===== config.mk =====
export PLATFORM = sky130hd
export DESIGN_NAME = alu_mx
export DESIGN_NICKNAME = d
export VERILOG_FILES = /design/src/rtl/alu_mx.sv
export SDC_FILE = /design/constraint.sdc
export NUM_CORES = 2
export LEC_CHECK = 0
export CAP_MARGIN = 20
export CELL_PAD_IN_SITES_DETAIL_PLACEMENT = 2
export CELL_PAD_IN_SITES_GLOBAL_PLACEMENT = 2
export CORE_MARGIN = 5
export CORE_UTILIZATION = 40
export CTS_CLUSTER_SIZE = 28
export DETAILED_ROUTE_END_ITERATION = 10
export PLACE_DENSITY = 0.83
export SLEW_MARGIN = 40
export SYNTH_ARGS = -nofsm -noshare
export SYNTH_HDL_FRONTEND = slang
export SYNTH_SLANG_ARGS = --single-unit

===== constraint.sdc =====
create_clock -name clk -period 9.24 [get_ports clk]
set_clock_uncertainty 0.15 [all_clocks]
set_input_delay 1.848 -clock clk [delete_from_list [all_inputs] [get_ports clk]]
set_output_delay 1.848 -clock clk [all_outputs]
set_load 0.02 [all_outputs]

===== src/rtl/alu_mx.sv =====
// alu_mx: RV32I/RV32M execution unit between reservation station and ROB/CDB.
// Base ops finish in one cycle, MUL* in two, DIV*/REM* iterate one bit per enabled edge.
module alu_mx #(
  parameter int XLEN      = 32,
  parameter int TAG_WIDTH = 4,
  parameter int OP_WIDTH  = 6,
  parameter int MUL_EN    = 1
) (
  input  logic                 clk,
  input  logic                 rst,
  input  logic                 rdy,
  input  logic                 in_valid,
  input  logic [OP_WIDTH-1:0]  in_op,
  input  logic [XLEN-1:0]      in_rs1,
  input  logic [XLEN-1:0]      in_rs2,
  input  logic [XLEN-1:0]      in_imm,
  input  logic [XLEN-1:0]      in_pc,
  input  logic [TAG_WIDTH-1:0] in_tag,
  input  logic                 in_clear,
  output logic                 out_busy,
  output logic                 out_valid,
  output logic [XLEN-1:0]      out_value,
  output logic [XLEN-1:0]      out_newpc,
  output logic [TAG_WIDTH-1:0] out_tag
);

  localparam int SHW = $clog2(XLEN);
  localparam int CW  = $clog2(XLEN + 1);
  localparam logic [CW-1:0] CNT_LOAD = CW'(XLEN);
  localparam logic [CW-1:0] CNT_ONE  = CW'(1'b1);
  localparam logic [XLEN-1:0] PC_STEP = XLEN'(32'd4);

  localparam logic [OP_WIDTH-1:0] OP_ADD    = OP_WIDTH'(6'd0);
  localparam logic [OP_WIDTH-1:0] OP_SUB    = OP_WIDTH'(6'd1);
  localparam logic [OP_WIDTH-1:0] OP_SLL    = OP_WIDTH'(6'd2);
  localparam logic [OP_WIDTH-1:0] OP_SLT    = OP_WIDTH'(6'd3);
  localparam logic [OP_WIDTH-1:0] OP_SLTU   = OP_WIDTH'(6'd4);
  localparam logic [OP_WIDTH-1:0] OP_XOR    = OP_WIDTH'(6'd5);
  localparam logic [OP_WIDTH-1:0] OP_SRL    = OP_WIDTH'(6'd6);
  localparam logic [OP_WIDTH-1:0] OP_SRA    = OP_WIDTH'(6'd7);
  localparam logic [OP_WIDTH-1:0] OP_OR     = OP_WIDTH'(6'd8);
  localparam logic [OP_WIDTH-1:0] OP_AND    = OP_WIDTH'(6'd9);
  localparam logic [OP_WIDTH-1:0] OP_ADDI   = OP_WIDTH'(6'd10);
  localparam logic [OP_WIDTH-1:0] OP_SLTI   = OP_WIDTH'(6'd11);
  localparam logic [OP_WIDTH-1:0] OP_SLTIU  = OP_WIDTH'(6'd12);
  localparam logic [OP_WIDTH-1:0] OP_XORI   = OP_WIDTH'(6'd13);
  localparam logic [OP_WIDTH-1:0] OP_ORI    = OP_WIDTH'(6'd14);
  localparam logic [OP_WIDTH-1:0] OP_ANDI   = OP_WIDTH'(6'd15);
  localparam logic [OP_WIDTH-1:0] OP_SLLI   = OP_WIDTH'(6'd16);
  localparam logic [OP_WIDTH-1:0] OP_SRLI   = OP_WIDTH'(6'd17);
  localparam logic [OP_WIDTH-1:0] OP_SRAI   = OP_WIDTH'(6'd18);
  localparam logic [OP_WIDTH-1:0] OP_LUI    = OP_WIDTH'(6'd19);
  localparam logic [OP_WIDTH-1:0] OP_AUIPC  = OP_WIDTH'(6'd20);
  localparam logic [OP_WIDTH-1:0] OP_BEQ    = OP_WIDTH'(6'd21);
  localparam logic [OP_WIDTH-1:0] OP_BNE    = OP_WIDTH'(6'd22);
  localparam logic [OP_WIDTH-1:0] OP_BLT    = OP_WIDTH'(6'd23);
  localparam logic [OP_WIDTH-1:0] OP_BGE    = OP_WIDTH'(6'd24);
  localparam logic [OP_WIDTH-1:0] OP_BLTU   = OP_WIDTH'(6'd25);
  localparam logic [OP_WIDTH-1:0] OP_BGEU   = OP_WIDTH'(6'd26);
  localparam logic [OP_WIDTH-1:0] OP_JAL    = OP_WIDTH'(6'd27);
  localparam logic [OP_WIDTH-1:0] OP_JALR   = OP_WIDTH'(6'd28);
  localparam logic [OP_WIDTH-1:0] OP_MUL    = OP_WIDTH'(6'd32);
  localparam logic [OP_WIDTH-1:0] OP_MULH   = OP_WIDTH'(6'd33);
  localparam logic [OP_WIDTH-1:0] OP_MULHSU = OP_WIDTH'(6'd34);
  localparam logic [OP_WIDTH-1:0] OP_MULHU  = OP_WIDTH'(6'd35);
  localparam logic [OP_WIDTH-1:0] OP_DIV    = OP_WIDTH'(6'd36);
  localparam logic [OP_WIDTH-1:0] OP_DIVU   = OP_WIDTH'(6'd37);
  localparam logic [OP_WIDTH-1:0] OP_REM    = OP_WIDTH'(6'd38);
  localparam logic [OP_WIDTH-1:0] OP_REMU   = OP_WIDTH'(6'd39);

  typedef enum logic [1:0] {ST_IDLE = 2'd0, ST_MUL = 2'd1, ST_DIV = 2'd2} state_t;

  state_t                state_r, state_nx_s;
  logic [2*XLEN-1:0]     prod_r;
  logic                  mul_hi_r;
  logic [XLEN-1:0]       div_rem_r, div_dvd_r, div_dvs_r;
  logic                  div_qneg_r, div_rneg_r, div_zero_r, div_want_rem_r;
  logic [CW-1:0]         div_cnt_r;

  logic [XLEN-1:0]       sc_value_s, sc_newpc_s;
  logic                  is_mul_s, is_div_s, mul_hi_s, mul_sa_s, mul_sb_s;
  logic                  div_signed_s, div_want_rem_s, div_aneg_s, div_bneg_s;
  logic [XLEN-1:0]       div_amag_s, div_bmag_s;
  logic [2*XLEN-1:0]     mul_a_s, mul_b_s, mul_prod_s;
  logic [XLEN:0]         div_part_s;
  logic                  div_ge_s;
  logic [XLEN-1:0]       div_sub_s, div_rem_nx_s, div_q_nx_s, div_quo_s, div_rmd_s;

  assign out_busy = (state_r != ST_IDLE);

  // Base-ISA result and branch/jump target for the operation on the issue port
  always_comb begin
    sc_value_s = {XLEN{1'b0}};
    sc_newpc_s = {XLEN{1'b0}};
    case (in_op)
      OP_ADD:   sc_value_s = in_rs1 + in_rs2;
      OP_SUB:   sc_value_s = in_rs1 - in_rs2;
      OP_SLL:   sc_value_s = in_rs1 << in_rs2[SHW-1:0];
      OP_SLT:   sc_value_s = XLEN'($signed(in_rs1) < $signed(in_rs2));
      OP_SLTU:  sc_value_s = XLEN'(in_rs1 < in_rs2);
      OP_XOR:   sc_value_s = in_rs1 ^ in_rs2;
      OP_SRL:   sc_value_s = in_rs1 >> in_rs2[SHW-1:0];
      OP_SRA:   sc_value_s = $unsigned($signed(in_rs1) >>> in_rs2[SHW-1:0]);
      OP_OR:    sc_value_s = in_rs1 | in_rs2;
      OP_AND:   sc_value_s = in_rs1 & in_rs2;
      OP_ADDI:  sc_value_s = in_rs1 + in_imm;
      OP_SLTI:  sc_value_s = XLEN'($signed(in_rs1) < $signed(in_imm));
      OP_SLTIU: sc_value_s = XLEN'(in_rs1 < in_imm);
      OP_XORI:  sc_value_s = in_rs1 ^ in_imm;
      OP_ORI:   sc_value_s = in_rs1 | in_imm;
      OP_ANDI:  sc_value_s = in_rs1 & in_imm;
      OP_SLLI:  sc_value_s = in_rs1 << in_imm[SHW-1:0];
      OP_SRLI:  sc_value_s = in_rs1 >> in_imm[SHW-1:0];
      OP_SRAI:  sc_value_s = $unsigned($signed(in_rs1) >>> in_imm[SHW-1:0]);
      OP_LUI:   sc_value_s = in_imm;
      OP_AUIPC: sc_value_s = in_pc + in_imm;
      OP_BEQ:   begin sc_value_s = XLEN'(in_rs1 == in_rs2); sc_newpc_s = in_pc + in_imm; end
      OP_BNE:   begin sc_value_s = XLEN'(in_rs1 != in_rs2); sc_newpc_s = in_pc + in_imm; end
      OP_BLT:   begin sc_value_s = XLEN'($signed(in_rs1) < $signed(in_rs2)); sc_newpc_s = in_pc + in_imm; end
      OP_BGE:   begin sc_value_s = XLEN'($signed(in_rs1) >= $signed(in_rs2)); sc_newpc_s = in_pc + in_imm; end
      OP_BLTU:  begin sc_value_s = XLEN'(in_rs1 < in_rs2); sc_newpc_s = in_pc + in_imm; end
      OP_BGEU:  begin sc_value_s = XLEN'(in_rs1 >= in_rs2); sc_newpc_s = in_pc + in_imm; end
      OP_JAL:   sc_value_s = in_pc + PC_STEP;
      OP_JALR:  begin
        sc_value_s = in_pc + PC_STEP;
        sc_newpc_s = (in_rs1 + in_imm) & ~XLEN'(1'b1);
      end
      default:  sc_value_s = {XLEN{1'b0}};
    endcase
  end

  // M-extension decode; with MUL_EN=0 these ops fall through to the zero-result path
  always_comb begin
    is_mul_s       = 1'b0;
    is_div_s       = 1'b0;
    mul_hi_s       = 1'b0;
    mul_sa_s       = 1'b0;
    mul_sb_s       = 1'b0;
    div_signed_s   = 1'b0;
    div_want_rem_s = 1'b0;
    if (MUL_EN != 0) begin
      case (in_op)
        OP_MUL:    is_mul_s = 1'b1;
        OP_MULH:   begin is_mul_s = 1'b1; mul_hi_s = 1'b1; mul_sa_s = 1'b1; mul_sb_s = 1'b1; end
        OP_MULHSU: begin is_mul_s = 1'b1; mul_hi_s = 1'b1; mul_sa_s = 1'b1; end
        OP_MULHU:  begin is_mul_s = 1'b1; mul_hi_s = 1'b1; end
        OP_DIV:    begin is_div_s = 1'b1; div_signed_s = 1'b1; end
        OP_DIVU:   is_div_s = 1'b1;
        OP_REM:    begin is_div_s = 1'b1; div_signed_s = 1'b1; div_want_rem_s = 1'b1; end
        OP_REMU:   begin is_div_s = 1'b1; div_want_rem_s = 1'b1; end
        default:   is_mul_s = 1'b0;
      endcase
    end else begin
      is_mul_s = 1'b0;
    end
  end

  assign mul_a_s    = {{XLEN{mul_sa_s & in_rs1[XLEN-1]}}, in_rs1};
  assign mul_b_s    = {{XLEN{mul_sb_s & in_rs2[XLEN-1]}}, in_rs2};
  assign mul_prod_s = mul_a_s * mul_b_s;

  assign div_aneg_s = div_signed_s & in_rs1[XLEN-1];
  assign div_bneg_s = div_signed_s & in_rs2[XLEN-1];
  assign div_amag_s = div_aneg_s ? ({XLEN{1'b0}} - in_rs1) : in_rs1;
  assign div_bmag_s = div_bneg_s ? ({XLEN{1'b0}} - in_rs2) : in_rs2;

  // One restoring step: the partial remainder can exceed XLEN bits before the subtract
  assign div_part_s   = {div_rem_r, div_dvd_r[XLEN-1]};
  assign div_ge_s     = (div_part_s >= {1'b0, div_dvs_r});
  assign div_sub_s    = div_part_s[XLEN-1:0] - div_dvs_r;
  assign div_rem_nx_s = div_ge_s ? div_sub_s : div_part_s[XLEN-1:0];
  assign div_q_nx_s   = {div_dvd_r[XLEN-2:0], div_ge_s};
  assign div_quo_s    = div_zero_r ? {XLEN{1'b1}}
                      : (div_qneg_r ? ({XLEN{1'b0}} - div_q_nx_s) : div_q_nx_s);
  assign div_rmd_s    = div_rneg_r ? ({XLEN{1'b0}} - div_rem_nx_s) : div_rem_nx_s;

  // Next-state: flush wins, then issue from IDLE, then multi-cycle completion
  always_comb begin
    state_nx_s = state_r;
    if (!rdy) begin
      state_nx_s = state_r;
    end else if (in_clear) begin
      state_nx_s = ST_IDLE;
    end else begin
      case (state_r)
        ST_IDLE: begin
          if (in_valid && is_mul_s) begin
            state_nx_s = ST_MUL;
          end else if (in_valid && is_div_s) begin
            state_nx_s = ST_DIV;
          end else begin
            state_nx_s = ST_IDLE;
          end
        end
        ST_MUL:  state_nx_s = ST_IDLE;
        ST_DIV:  state_nx_s = (div_cnt_r == CNT_ONE) ? ST_IDLE : ST_DIV;
        default: state_nx_s = ST_IDLE;
      endcase
    end
  end

  // State register
  always_ff @(posedge clk or posedge rst) begin
    if (rst) state_r <= ST_IDLE;
    else     state_r <= state_nx_s;
  end

  // Datapath and result registers; rdy low freezes everything including out_valid
  always_ff @(posedge clk or posedge rst) begin
    if (rst) begin
      out_valid      <= 1'b0;
      out_value      <= {XLEN{1'b0}};
      out_newpc      <= {XLEN{1'b0}};
      out_tag        <= {TAG_WIDTH{1'b0}};
      prod_r         <= {(2*XLEN){1'b0}};
      mul_hi_r       <= 1'b0;
      div_rem_r      <= {XLEN{1'b0}};
      div_dvd_r      <= {XLEN{1'b0}};
      div_dvs_r      <= {XLEN{1'b0}};
      div_qneg_r     <= 1'b0;
      div_rneg_r     <= 1'b0;
      div_zero_r     <= 1'b0;
      div_want_rem_r <= 1'b0;
      div_cnt_r      <= {CW{1'b0}};
    end else if (rdy) begin
      if (in_clear) begin
        out_valid <= 1'b0;
        div_cnt_r <= {CW{1'b0}};
      end else begin
        case (state_r)
          ST_IDLE: begin
            out_valid <= 1'b0;
            if (in_valid) begin
              out_tag <= in_tag;
              if (is_mul_s) begin
                prod_r   <= mul_prod_s;
                mul_hi_r <= mul_hi_s;
              end else if (is_div_s) begin
                div_rem_r      <= {XLEN{1'b0}};
                div_dvd_r      <= div_amag_s;
                div_dvs_r      <= div_bmag_s;
                div_qneg_r     <= div_aneg_s ^ div_bneg_s;
                div_rneg_r     <= div_aneg_s;
                div_zero_r     <= (in_rs2 == {XLEN{1'b0}});
                div_want_rem_r <= div_want_rem_s;
                div_cnt_r      <= CNT_LOAD;
              end else begin
                out_valid <= 1'b1;
                out_value <= sc_value_s;
                out_newpc <= sc_newpc_s;
              end
            end
          end
          ST_MUL: begin
            out_valid <= 1'b1;
            out_value <= mul_hi_r ? prod_r[2*XLEN-1:XLEN] : prod_r[XLEN-1:0];
            out_newpc <= {XLEN{1'b0}};
          end
          ST_DIV: begin
            div_rem_r <= div_rem_nx_s;
            div_dvd_r <= div_q_nx_s;
            div_cnt_r <= div_cnt_r - CNT_ONE;
            if (div_cnt_r == CNT_ONE) begin
              out_valid <= 1'b1;
              out_value <= div_want_rem_r ? div_rmd_s : div_quo_s;
              out_newpc <= {XLEN{1'b0}};
            end else begin
              out_valid <= 1'b0;
            end
          end
          default: out_valid <= 1'b0;
        endcase
      end
    end
  end

endmodule


==> impl_metrics.csv, run 1 <==
group,metric,value,unit
synth,yosysSeqAreaShare,8.664,%
die,die_x,428.0,um
grt,grt_max_degree,118,
status,stop_stage,"5_1_grt",
synth,ys_ff_latch,242,
die,fp.dieH,428.0,um
place,portBuffers,212,
clock_tree,cts_sinks,242,
synth,syn_inst,8574,
grt,first_global_vias,98130,
clock_tree,root_buffer,"clkbuf_16",
place,hpwl,383400,um
status,error_line,"[ERROR GRT-0116] Global routing finished with congestion. Check the congestion regions in the DRC Viewer.",
status,status,"did not finish",
synth,synth.area.top_cells,"fa_1 (32%), dfrtp_1 (8.7%), ha_1 (7.4%)",
die,rows,153,
synth,ys_warn_count,0,
die,start_util,40.21,%
grt,grt_pass1_wl,876800,um
synth,post-synth-top-count-cell,"inv_1",
die,pin_count,213,
place,place_congestion,1.077,
clock_tree,postCtsHoldBufs,0,
synth,synth.distinct_cells,100,
grt,grt.total_usage,69.27,%
synth,yosysTopAreaCell,"fa_1",
clock_tree,cts_buffers,34,
synth,synth_flop_cell,"dfrtp_1",
grt,overflow,14,
clock_tree,clk_path_buf_depth,3,
synth,synthArstFlopShare,100.0,%
synth,synth_area,0.06990,mm2
synth,synth-edff-count,0,
synth,synth_top_area_share,32.36,%
synth,ys_top_cells_by_count,"inv_1 (1,373), nand2_1 (1,236), fa_1 (1,130)",
synth,syn_area_per_cell,8.152,um2
clock_tree,htreeDepth,2,
synth,synthesis.nets,10260,
==> kinds of logic after synthesis <==
logic type      Yosys count  synth area share [%]
mux                     274                 4.840
xor+xnor                328                 4.110
fa+ha+maj              1543                 39.76
buf+inv                1934                 10.44
compound gates         1700                 15.61
simple gates           2553                 16.57
flops                   242                 8.664
==> stage by stage <==
step                worst slack (ps)  hold slack [ps]  instances  setup TNS, ps  area (um2)
floorplan                     -410.9            294.4       8574          -1887       70370
CTS                           -616.3            351.1      11570         -10190       83810
global placement               -1612            311.4      11410         -31310       80090
detailed placement             -2398            327.2      11410         -54510       80180
==> what timing repair did <==
action | 4_1_cts
gates cloned | 3
buffers inserted | 99
pin swaps | 188
gates resized for setup | 435
endpoints found under the setup margin | 39
==> metal layers <==
metal	overflow	track usage, %
met5	2	35.86
met1	0	68.58
met4	3	69.27
met3	8	52.29
met2	1	86.35
==> inputs of run 2 (changes only) <==
==> config.mk (replaced) <==
export PLATFORM = sky130hd
export DESIGN_NAME = alu_mx
export DESIGN_NICKNAME = d
export VERILOG_FILES = /design/src/rtl/alu_mx.sv
export SDC_FILE = /design/constraint.sdc
export NUM_CORES = 2
export LEC_CHECK = 0
export CAP_MARGIN = 20
export CORE_MARGIN = 5
export CORE_UTILIZATION = 40
export DETAILED_ROUTE_END_ITERATION = 10
export PLACE_DENSITY_LB_ADDON = 0.15
export SLEW_MARGIN = 40
export SYNTH_ARGS = -nofsm -noshare
export SYNTH_HDL_FRONTEND = slang
export SYNTH_SLANG_ARGS = --single-unit
==> impl_metrics.csv, run 2 <==
group,metric,value,unit
status,status,"finished, violations left",
status,violations,"setup timing",
layout,syn_to_final_growth,18.13,%
timing,rsz0062_at_grt,"true",
grt,grt_pass1_wl,522300,um
setup_path,crit_type,"in -> reg",
synth,post-synth-top-count-cell,"inv_1",
synth,synth-edff-count,0,
timing,finalCritPeriodShare,102.9,%
clock_tree,postCtsHoldBufs,0,
clock_tree,cts_buffers,35,
clock_tree,cts_sinks,242,
clock_tree,clk_path_buf_depth,3,
synth,synth_flop_cell,"dfrtp_1",
route,routedWlPerCell,32.09,um
place,placed_area,0.08034,mm2
clock_tree,clock_latency,630,ps
setup_path,crit_fanout,25,
layout,finish.instance_area,0.08257,mm2
synth,synth.area.top_cells,"fa_1 (32%), dfrtp_1 (8.7%), ha_1 (7.4%)",
synth,syn_inst,8574,
route,antenna_left,0,
grt,grt_use_met2,57.58,%
setup_path,max_stage_delay,620,ps
clock_tree,htreeDepth,2,
timing,tightest_slew,1030,ps
grt,antenna_found_initial,37,
die,fp.dieH,428.0,um
synth,yosysSeqAreaShare,8.664,%
timing,layout_min_cycle_time,9508,ps
setup_path,crit_path_frequent_cell,"fa_1",
timing,hold_viol,0,
setup_path,start_kind,"input pin",
synth,synth.distinct_cells,100,
synth,syn_area_per_cell,8.152,um2
place,hpwl,310000,um
clock_tree,root_buffer,"clkbuf_16",
die,pin_count,213,
grt,gr-usage-met3,11.07,%
route,drc,0,
synth,ys_top_cells_by_count,"inv_1 (1,373), nand2_1 (1,236), fa_1 (1,130)",
die,die_area,0.1832,mm2
layout,fin_util,47.51,%
layout,layout_commonest_cell,"inv_1",
route,via_per_inst,5.875,
synth,ys_warn_count,0,
setup_path,cp_data_arrival_time,9870,ps
grt,first_global_vias,67830,
grt,grt.total_usage,39.68,%
place,portBuffers,212,
layout,layout_common_cells,"inv_1 (1,349), nand2_1 (1,225), fa_1 (1,114)",
synth,synth_area,0.06990,mm2
timing,relSlewSlack,31.14,%
die,coreArea,0.1738,mm2
timing,layout_setup_ws,-268.0,ps
setup_path,crit_slowest_cell,"fa_1",
synth,yosysTopAreaCell,"fa_1",
route,drt_iter0_drc,6974,
clock_tree,cts_tree,"yes",
timing,clock.fmax,105.2,MHz
route,routed_wl,370700,um
worst_hold_path,worstHoldPathType,"reg -> reg",
timing,finalSetupViolCount,19,
layout,largest_reg_flops,64,
die,start_util,40.21,%
layout,instances_no_fill,11550,
synth,synth_top_area_share,32.36,%
place,dp_cells,11410,
layout,layout.nets,10860,
place,place_congestion,1.090,
synth,synthArstFlopShare,100.0,%
die,die_x,428.0,um
layout,final_layout_size_suffix_gt1_share,14.45,%
synth,synthesis.nets,10260,
layout,top_register,"prod_r",
route,firstDrtPassIters,6,
grt,grt_max_degree,123,
grt,overflow,0,
flow_run,maxCapViolCount,0,
layout,num-fill-cells,17290,
die,rows,153,
grt,met1_usage,52.77,%
route,vias,67860,
synth,ys_ff_latch,242,
setup_path,required,9600,ps
timing,drv_slew,0,
clock_tree,path_clk_slew,60,ps
setup_path,end_kind,"flop",
grt,grt.busiest_layer,"met2",
-- run 2: cell counts after synthesis --
Identical to the previous run, type by type.
-- run 2: layer usage --
metal,part of all wire (%),vias up
met3,10,767
met5,0.12,-
met1,41,34550
met2,42,3385
li1,-,29140
met4,7.3,18
-- run 2: logic make-up (layout without fill, tap and decap cells) --
group	count (synthesis)	count (layout)	synth area share [%]
AND/OR/NAND/NOR	2553	2553	16.57
buffers and inverters	1934	2555	10.44
AO/OA/AOI/OAI	1700	1700	15.61
adder cells (fa/ha/maj)	1543	1543	39.76
XOR/XNOR	328	328	4.110
multiplexers	274	274	4.840
flip-flops	242	242	8.664
other	0	32	0
-- run 2: path summary, 6_finish.rpt --
check | from | to | slack [ps] | depth (start not counted)
min in group asynchronous | rst | div_rem_r[8]$_DFFE_PP0P_ | 1510 | 2
setup reg to reg | div_dvs_r[26]$_DFFE_PP0P_ | out_value[31]$_DFFE_PP0P_ | 2910 | 16
setup / recovery | in_op[4] | prod_r[55]$_DFFE_PP0P_ | -270 | 34
hold reg to reg | out_newpc[0]$_DFFE_PP0P_ | out_newpc[0]$_DFFE_PP0P_ | 320 | 2
max in group asynchronous | rst | out_newpc[31]$_DFFE_PP0P_ | 6280 | 3
hold / removal | out_newpc[0]$_DFFE_PP0P_ | out_newpc[0]$_DFFE_PP0P_ | 320 | 2
-- run 2: area by class of cell --
class | count | area [um2] | share of cell area [%]
repair buffers | 1105 | 9712 | 11.76
flip-flops and latches | 242 | 6058 | 7.337
multi-input cells | 6398 | 57470 | 69.60
well taps | 2325 | 2909 | 3.523
clock inverters | 17 | 160.2 | 0.1940
inverters | 1387 | 5228 | 6.331
diodes | 32 | 80.08 | 0.09698
clock buffers | 46 | 957.2 | 1.159
-- run 2: worst max-delay path, delay by kind of cell --
kind / cells / cell delay [ps]
buffers and inverters: 11 / 1290
adders and majority gates: 9 / 4180
AOI/OAI and AO/OA: 5 / 930
and+or+nand+nor: 7 / 1240
muxes: 1 / 260
xor gates and xnor gates: 1 / 120
-- run 2: what timing repair did --
item	CTS	global route
endpoints found under the setup margin	28	27
gates resized for setup	93	93
pin swaps	52	104
setup buffers	32	21
endpoints found under the hold margin	0	0
cloned	1	1
-- run 2: metrics by stage --
stage	setup WS, ps	hold WS (ps)	setup TNS, ps
final	-268.0	317.7	-3557
after global placement	-1704	302.2	-36430
after detailed placement	-1538	304.9	-33800
after CTS	-258.5	317.3	-2338
after floorplan	-410.9	294.4	-1887
after global routing	-432.3	337.9	-7215
Power of run 2 is left out: the tool's default activity adds up to more than one toggle a clock period on the data nets, which glitch-free logic cannot reach.
